### src/rtl/shifter_pkg.sv
// Shared types and constants for the sequential shifter.
package shifter_pkg;

  typedef enum logic [1:0] {
    SH_PASS = 2'b00,
    SH_LSL  = 2'b01,
    SH_LSR  = 2'b10,
    SH_ASR  = 2'b11
  } mode_e;

  typedef enum logic [1:0] {
    ST_IDLE,
    ST_SHIFT,
    ST_DONE
  } state_e;

  localparam int STRIDE = 4;

endpackage

### src/rtl/seq_shifter_shift_step.sv
// Combinational single shift step (by 1 or by STRIDE) with carry-out of the last bit leaving.
module shift_step
  import shifter_pkg::*;
#(
  parameter int WIDTH = 16
) (
  input  logic [WIDTH-1:0] value_i,
  input  mode_e            mode_i,
  input  logic             stride4_i,
  output logic [WIDTH-1:0] value_o,
  output logic             carry_o
);

  logic signed [WIDTH-1:0] sval;
  assign sval = value_i;

  always_comb begin
    value_o = value_i;
    carry_o = 1'b0;
    case (mode_i)
      SH_LSL: begin
        if (stride4_i) begin
          value_o = value_i << STRIDE;
          carry_o = value_i[WIDTH-STRIDE];
        end else begin
          value_o = value_i << 1;
          carry_o = value_i[WIDTH-1];
        end
      end
      SH_LSR: begin
        if (stride4_i) begin
          value_o = value_i >> STRIDE;
          carry_o = value_i[STRIDE-1];
        end else begin
          value_o = value_i >> 1;
          carry_o = value_i[0];
        end
      end
      SH_ASR: begin
        if (stride4_i) begin
          value_o = sval >>> STRIDE;
          carry_o = value_i[STRIDE-1];
        end else begin
          value_o = sval >>> 1;
          carry_o = value_i[0];
        end
      end
      default: begin
        value_o = value_i;
        carry_o = 1'b0;
      end
    endcase
  end

endmodule

### src/rtl/seq_shifter.sv
// Multi-cycle shifter with start/done handshake. Optional SHIFTER_STRIDE4_EN
// shifts four positions per cycle while at least four remain.
module seq_shifter
  import shifter_pkg::*;
#(
  parameter int WIDTH = 16,
  parameter int AMT_W = 4
) (
  input  logic             clk,
  input  logic             reset,
  input  logic             start,
  input  logic [WIDTH-1:0] in,
  input  logic [1:0]       shift,
  input  logic [AMT_W-1:0] amount,
  output logic             busy,
  output logic             done,
  output logic [WIDTH-1:0] sout,
  output logic             carry
);

  state_e           state_q;
  mode_e            mode_q;
  logic [WIDTH-1:0] val_q;
  logic [AMT_W-1:0] cnt_q;
  logic             carry_q;
  logic             busy_q;
  logic             done_q;

  logic             step4;
  logic [AMT_W-1:0] step_amt;
  logic [WIDTH-1:0] val_d;
  logic             carry_d;
  mode_e            mode_in;

`ifdef SHIFTER_STRIDE4_EN
  assign step4 = (32'(cnt_q) >= STRIDE);
`else
  assign step4 = 1'b0;
`endif
  assign step_amt = step4 ? AMT_W'(STRIDE) : AMT_W'(1);
  assign mode_in  = mode_e'(shift);

  shift_step #(.WIDTH(WIDTH)) u_step (
    .value_i   (val_q),
    .mode_i    (mode_q),
    .stride4_i (step4),
    .value_o   (val_d),
    .carry_o   (carry_d)
  );

  always_ff @(posedge clk) begin
    if (reset) begin
      state_q <= ST_IDLE;
      val_q   <= '0;
      carry_q <= 1'b0;
      busy_q  <= 1'b0;
      done_q  <= 1'b0;
    end else begin
      done_q <= 1'b0;
      case (state_q)
        ST_SHIFT: begin
          val_q   <= val_d;
          carry_q <= carry_d;
          cnt_q   <= cnt_q - step_amt;
          if (cnt_q == step_amt) begin
            state_q <= ST_DONE;
            busy_q  <= 1'b0;
            done_q  <= 1'b1;
          end
        end
        default: begin
          // IDLE and DONE both accept a launch, giving back-to-back issue.
          if (start) begin
            val_q   <= in;
            cnt_q   <= amount;
            mode_q  <= mode_in;
            carry_q <= 1'b0;
            if (amount == '0 || mode_in == SH_PASS) begin
              state_q <= ST_DONE;
              done_q  <= 1'b1;
            end else begin
              state_q <= ST_SHIFT;
              busy_q  <= 1'b1;
            end
          end else begin
            state_q <= ST_IDLE;
          end
        end
      endcase
    end
  end

  assign busy  = busy_q;
  assign done  = done_q;
  assign sout  = val_q;
  assign carry = carry_q;

endmodule

### config.mk
export PLATFORM = sky130hd
export DESIGN_NAME = seq_shifter
export DESIGN_NICKNAME = d
export VERILOG_FILES = /design/src/rtl/shifter_pkg.sv /design/src/rtl/seq_shifter_shift_step.sv /design/src/rtl/seq_shifter.sv
export SDC_FILE = /design/constraint.sdc
export NUM_CORES = 1
export LEC_CHECK = 0
export BUFFER_PORTS_ARGS = -buffer_cell sky130_fd_sc_hd__buf_4
export CAP_MARGIN = 20
export CORE_MARGIN = 2
export CORE_UTILIZATION = 36
export DETAILED_ROUTE_END_ITERATION = 8
export PLACE_DENSITY = 0.62
export SYNTH_ARGS = -nofsm -noshare
export SYNTH_HDL_FRONTEND = slang
export SYNTH_SLANG_ARGS = --single-unit
### constraint.sdc
create_clock -name clk -period 3.5 [get_ports clk]
set_clock_uncertainty 0.15 [all_clocks]
set_input_delay 0.525 -clock clk [delete_from_list [all_inputs] [get_ports clk]]
set_output_delay 0.525 -clock clk [all_outputs]
set_load 0.01 [all_outputs]
; ---- Yosys cells after proc, flatten, opt, wreduce, memory -nomap -nowiden
; Index checks and enable logic that the tools add are counted.
[word_totals]
register_bits = 27
inputBits = 25
word_cells = 51
[classes]
n_mux = 20
bitwise = 2
n_eq_ne = 10
add_sub_neg = 1
reduce_logical = 10
[op_table]
columns = operator, n
row1 = 16-bit case mux with 3 select lines, 1
row2 = 16-bit 2-to-1 mux, 2
row3 = 1-bit 2-to-1 mux, 10
row4 = 3-bit AND reduction, 3
row5 = 2-bit 2-to-1 mux, 4
row6 = 4-bit 2-to-1 mux, 2
row7 = "2-bit by 1-bit == test with 1-bit output, second input constant", 2
row8 = "2-bit == test, second input constant", 2
row9 = "4-bit by 1-bit == test with 1-bit output, second input constant", 1
row10 = 4-bit zero test, 1
row11 = "2-bit != test, second input constant", 2
row12 = "4-bit by 1-bit != test with 1-bit output, second input constant", 1
row13 = 2-bit AND reduction, 2
row14 = "4-bit by 1-bit subtractor with 4-bit output, second input constant", 1
row15 = "3-bit by 1-bit != test with 1-bit output, second input constant", 1
row16 = 2-bit zero test, 1
row17 = "2-bit by 1-bit != test with 1-bit output, second input constant", 1
row18 = 1-bit inverter, 2
row19 = 1-bit case mux with 2 select lines, 1
row20 = 2-bit nonzero test, 1
row21 = 2-bit OR reduction, 1
row22 = 1-bit logical OR, 1

; ---- Longest topological paths before layout
[logic_depth]
word_depth = 5
mapped_depth = 8
mapped_depth_nobuf = 6

; ---- By module
; From an unflattened synthesis, not the netlist that was laid out.
[hier_totals]
hier_cells = 215
area_unflattened_um2 = 1828.0
[modules_own_cells]
columns = mod, seq_area_each_um2, cells_each, n_inst, area_per_inst_um2
row1 = seq_shifter, 600.6, 120, 1, 1213.7
row2 = shift_step, 0.0, 95, 1, 614.3

; ---- Worst setup path before layout
; OpenSTA, ideal clock, no wires.
[synth_path]
kind = register -> register
startpoint = register mode_q[1]
endpoint = register val_q[1] (netlist: sout[1])
period_less_slack_ns = 1.934
setup_time_ns = 0.068
arrival_ns = 1.716
required_ns = 3.282
stages_incl_launch_ff = 8
path_slack_ns = 1.566
n_path_buf = 1
cell_sequence = edfxtp_1 -> buf_2 -> inv_1 -> ha_1 -> nor2_1 -> mux2i_4 -> nor2_4 -> o2bb2ai_2
[synth_via]
elab_chain_cells = 3
[synth_lines]
columns = element, line
row1 = from (decl), seq_shifter.sv:22  ; mode_e mode_q;
row2 = from (signal assigned), seq_shifter.sv:76  ; mode_q <= mode_in;
row3 = 2-bit == test / 2-bit by 1-bit == test with 1-bit output (equally long branches), seq_shifter_shift_step.sv:20  ; case (mode_i)
row4 = 16-bit case mux with 3 select lines / 4-bit by 1-bit != test with 1-bit output (equally long branches), --
row5 = 16-bit 2-to-1 mux / 2-bit AND reduction (equally long branches), --
row6 = to (signal assigned), seq_shifter.sv:62  ; val_q <= val_d;
row7 = to (signal assigned), seq_shifter.sv:74  ; val_q <= in;
row8 = to (decl), seq_shifter.sv:23  ; logic [WIDTH-1:0] val_q;
; Parallel ways exist; a longest one is shown, timed or not.
; A chain may end at the register's enable or synchronous reset.

; ---- Worst setup path in the final report
[layout_path]
startpoint = register mode_q[1]
endpoint = register val_q[12] (netlist: sout[12])
; Same word-level chain as after synthesis.

==> results.toml <==
[run_status]
status = "finished clean"

[critical_path]
worstReg2RegStart = "mode_q[1]"
crit_path_end = "sout[12]"
cp.arrival_ps = 2350
crit_path_end_kind = "flip-flop"
cp-start-kind = "flip-flop"
crit_start = "mode_q[1]"
required_ps = 3520
r2r_end = "sout[12]"
crit_path_max_fanout = 15
rr_worst_depth = 5
path_class = "reg2reg"
reg2reg_slack_ps = 1160

[finish]
n_fill_cell = 391
fin_nets = 230
n_antenna_cell = 0
fin_util = 0.478
multiInputGateArea_um2 = 846
drive_above_1_share = 0.337
area.sequential_um2 = 601
layout_common_cells = "buf_4 (43), dfxtp_1 (21), a21oi_1 (18), nor2_1 (17), nand2_1 (11)"
area_delta_synth_final_pct = 26.2
final_common_cell = "buf_4"

[drt]
first_pass_iters = 4
via_count = 1320
ant_nets = 0
routed_wl_um = 3720
vias_per_cell = 5.37
wl_per_cell_um = 15.1
drtIter0Drc = 40
drc_errors = 0

[clock_tree]
cts_max_level = 1
clk_pin_slew_worst_paths_ps = 100
cts_tree = "yes"
cts_resized = 0
cts_buffer_depth = 2
cts.sinks = 27
clockRootBuffer = "clkbuf_8"
postCtsSetupBuffers = 0
postCtsHoldBufs = 0
cts_made_buffers = 3
clock_latency_ps = 280

[synthesis]
yosys.cell_types.count = 34
ys_seq_area_frac = 0.391
syn_area_mm2 = 0.00154
syn_area_per_cell_um2 = 9.79
syn-instance-count = 157
ys_ff_latch = 27
ys_warn_count = 0
synthesis.nets = 190

[timing]
maxSlewHeadroom = 0.546
rsz0062_at_grt = "false"
post-route-min-period_ps = 2340
fmax_ghz = 0.428
final-max-slew-violation-count = 0
finalCritPeriodShare = 0.667
setup_viol = 0
hold_violations = 0
worstMarginPinSlew_ps = 681
tns_ps = 0

[run]
maxCapViolations = 0

[floorplanning]
die_w_um = 69.4
initial_core_util = 0.379
io_pins = 44
placementRows = 23
coreArea_mm2 = 0.00406
die_h_um = 69.4
die-area_mm2 = 0.00481

[placed_design]
io_buffers = 43
dp_hpwl_um = 2850
gp_congestion = 0.811

[power]
power.leakage_nw = 0.823
peakVddDrop_v = 0.000198
p_per_area_mw_per_mm2 = 387

[global_route]
grt_pass1_wl_um = 6230
grtUsageTotal = 0.157
overflow = 0
grt_pass1_vias = 1350
grt_max_degree = 27
antenna_found_initial = 0

[min_path]
hold_class = "in2reg"
layer usage:
layer,share of wire,global-route usage,wire (um)
met2,0.50,0.280,1860
met4,0.015,0.0588,56
met5,0,0,0
met1,0.44,0.189,1620
met3,0.048,0.0262,180
where the power goes:
part,total (mW),switching [mW],leakage (nW),internal (mW)
registers,0.378,0.0317,0.230,0.347
logic,0.187,0.0928,0.567,0.0943
clock network,0.186,0.104,0.0260,0.0817
registers in the layout (all words and copies together) (netlist names):
register  flops
busy          1
state_q       2
carry         1
sout         16
mode_q        2
done          1
cnt_q         4
layout make-up:
class | instances | area share
clock buffers | 3 | 0.0213
well taps | 50 | 0.0322
clock inverters | 1 | 0.00322
inverters | 9 | 0.0174
flip-flops and latches | 27 | 0.309
multi-input cells | 112 | 0.436
repair buffers | 44 | 0.181
worst max-delay path: stages, from the launching register on:
cell and delay (ps):
edfxtp_1 690, ha_1 360, nor2_1 410, nor2_1 180, a221oi_1 300, o32ai_1 140
synthesized netlist by cell type, drive strengths merged:
cell | count | area (um^2)
a211oi | 3 | 22.5
a21oi | 18 | 90.1
a221o | 2 | 20.0
a221oi | 4 | 35.0
a31oi | 1 | 6.26
and3 | 1 | 7.51
buf | 7 | 50.1
clkbuf | 2 | 7.51
dfxtp | 21 | 420
edfxtp | 6 | 180
ha | 8 | 100
inv | 9 | 33.8
mux2i | 10 | 113
nand2 | 11 | 41.3
nand2b | 2 | 15.0
nand3 | 2 | 10.0
nor2 | 18 | 75.1
nor2b | 1 | 13.8
nor3 | 2 | 10.0
o21a | 1 | 7.51
o21ai | 7 | 35.0
o21bai | 1 | 7.51
o2bb2ai | 10 | 150
o311a | 1 | 11.3
o32ai | 4 | 35.0
or2 | 2 | 15.0
or4 | 1 | 7.51
xnor2 | 2 | 17.5
kinds of logic (layout without fill, tap and decap cells):
group	Yosys count	in the layout	synth area share
AO/OA/AOI/OAI	52	52	0.273
AND/OR/NAND/NOR	40	40	0.127
flip-flops	27	27	0.391
buffers and inverters	18	57	0.0594
multiplexers	10	10	0.0732
adder cells (fa/ha/maj)	8	8	0.0651
XOR/XNOR	2	2	0.0114
worst min path at each step:
stage | from | endpoint | slack (ps) | cells after the start
after floorplan | busy | busy | 330 | 2
after global routing | shift[1] | mode_q[1] | 270 | 1
final | shift[0] | mode_q[0] | 280 | 1
after CTS | shift[1] | mode_q[1] | 280 | 1
after global placement | busy | busy | 300 | 2
after detailed placement | busy | busy | 310 | 2
through the flow:
stage | hold slack, ps | cell area, um^2 | cells | worst slack (ps) | power, mW
6_report | 280 | 1940 | 246 | 1160 | 0.751
3_3_place_gp | 299 | 1870 | 241 | 1250 | 0.563
3_5_place_dp | 308 | 1890 | 242 | 1160 | 0.574
4_1_cts | 278 | 1940 | 246 | 1160 | 0.760
5_1_grt | 273 | 1940 | 246 | 940 | 0.791
2_1_floorplan | 331 | 1540 | 157 | 1570 | 0.495
Power figures use the tool's default switching activity.
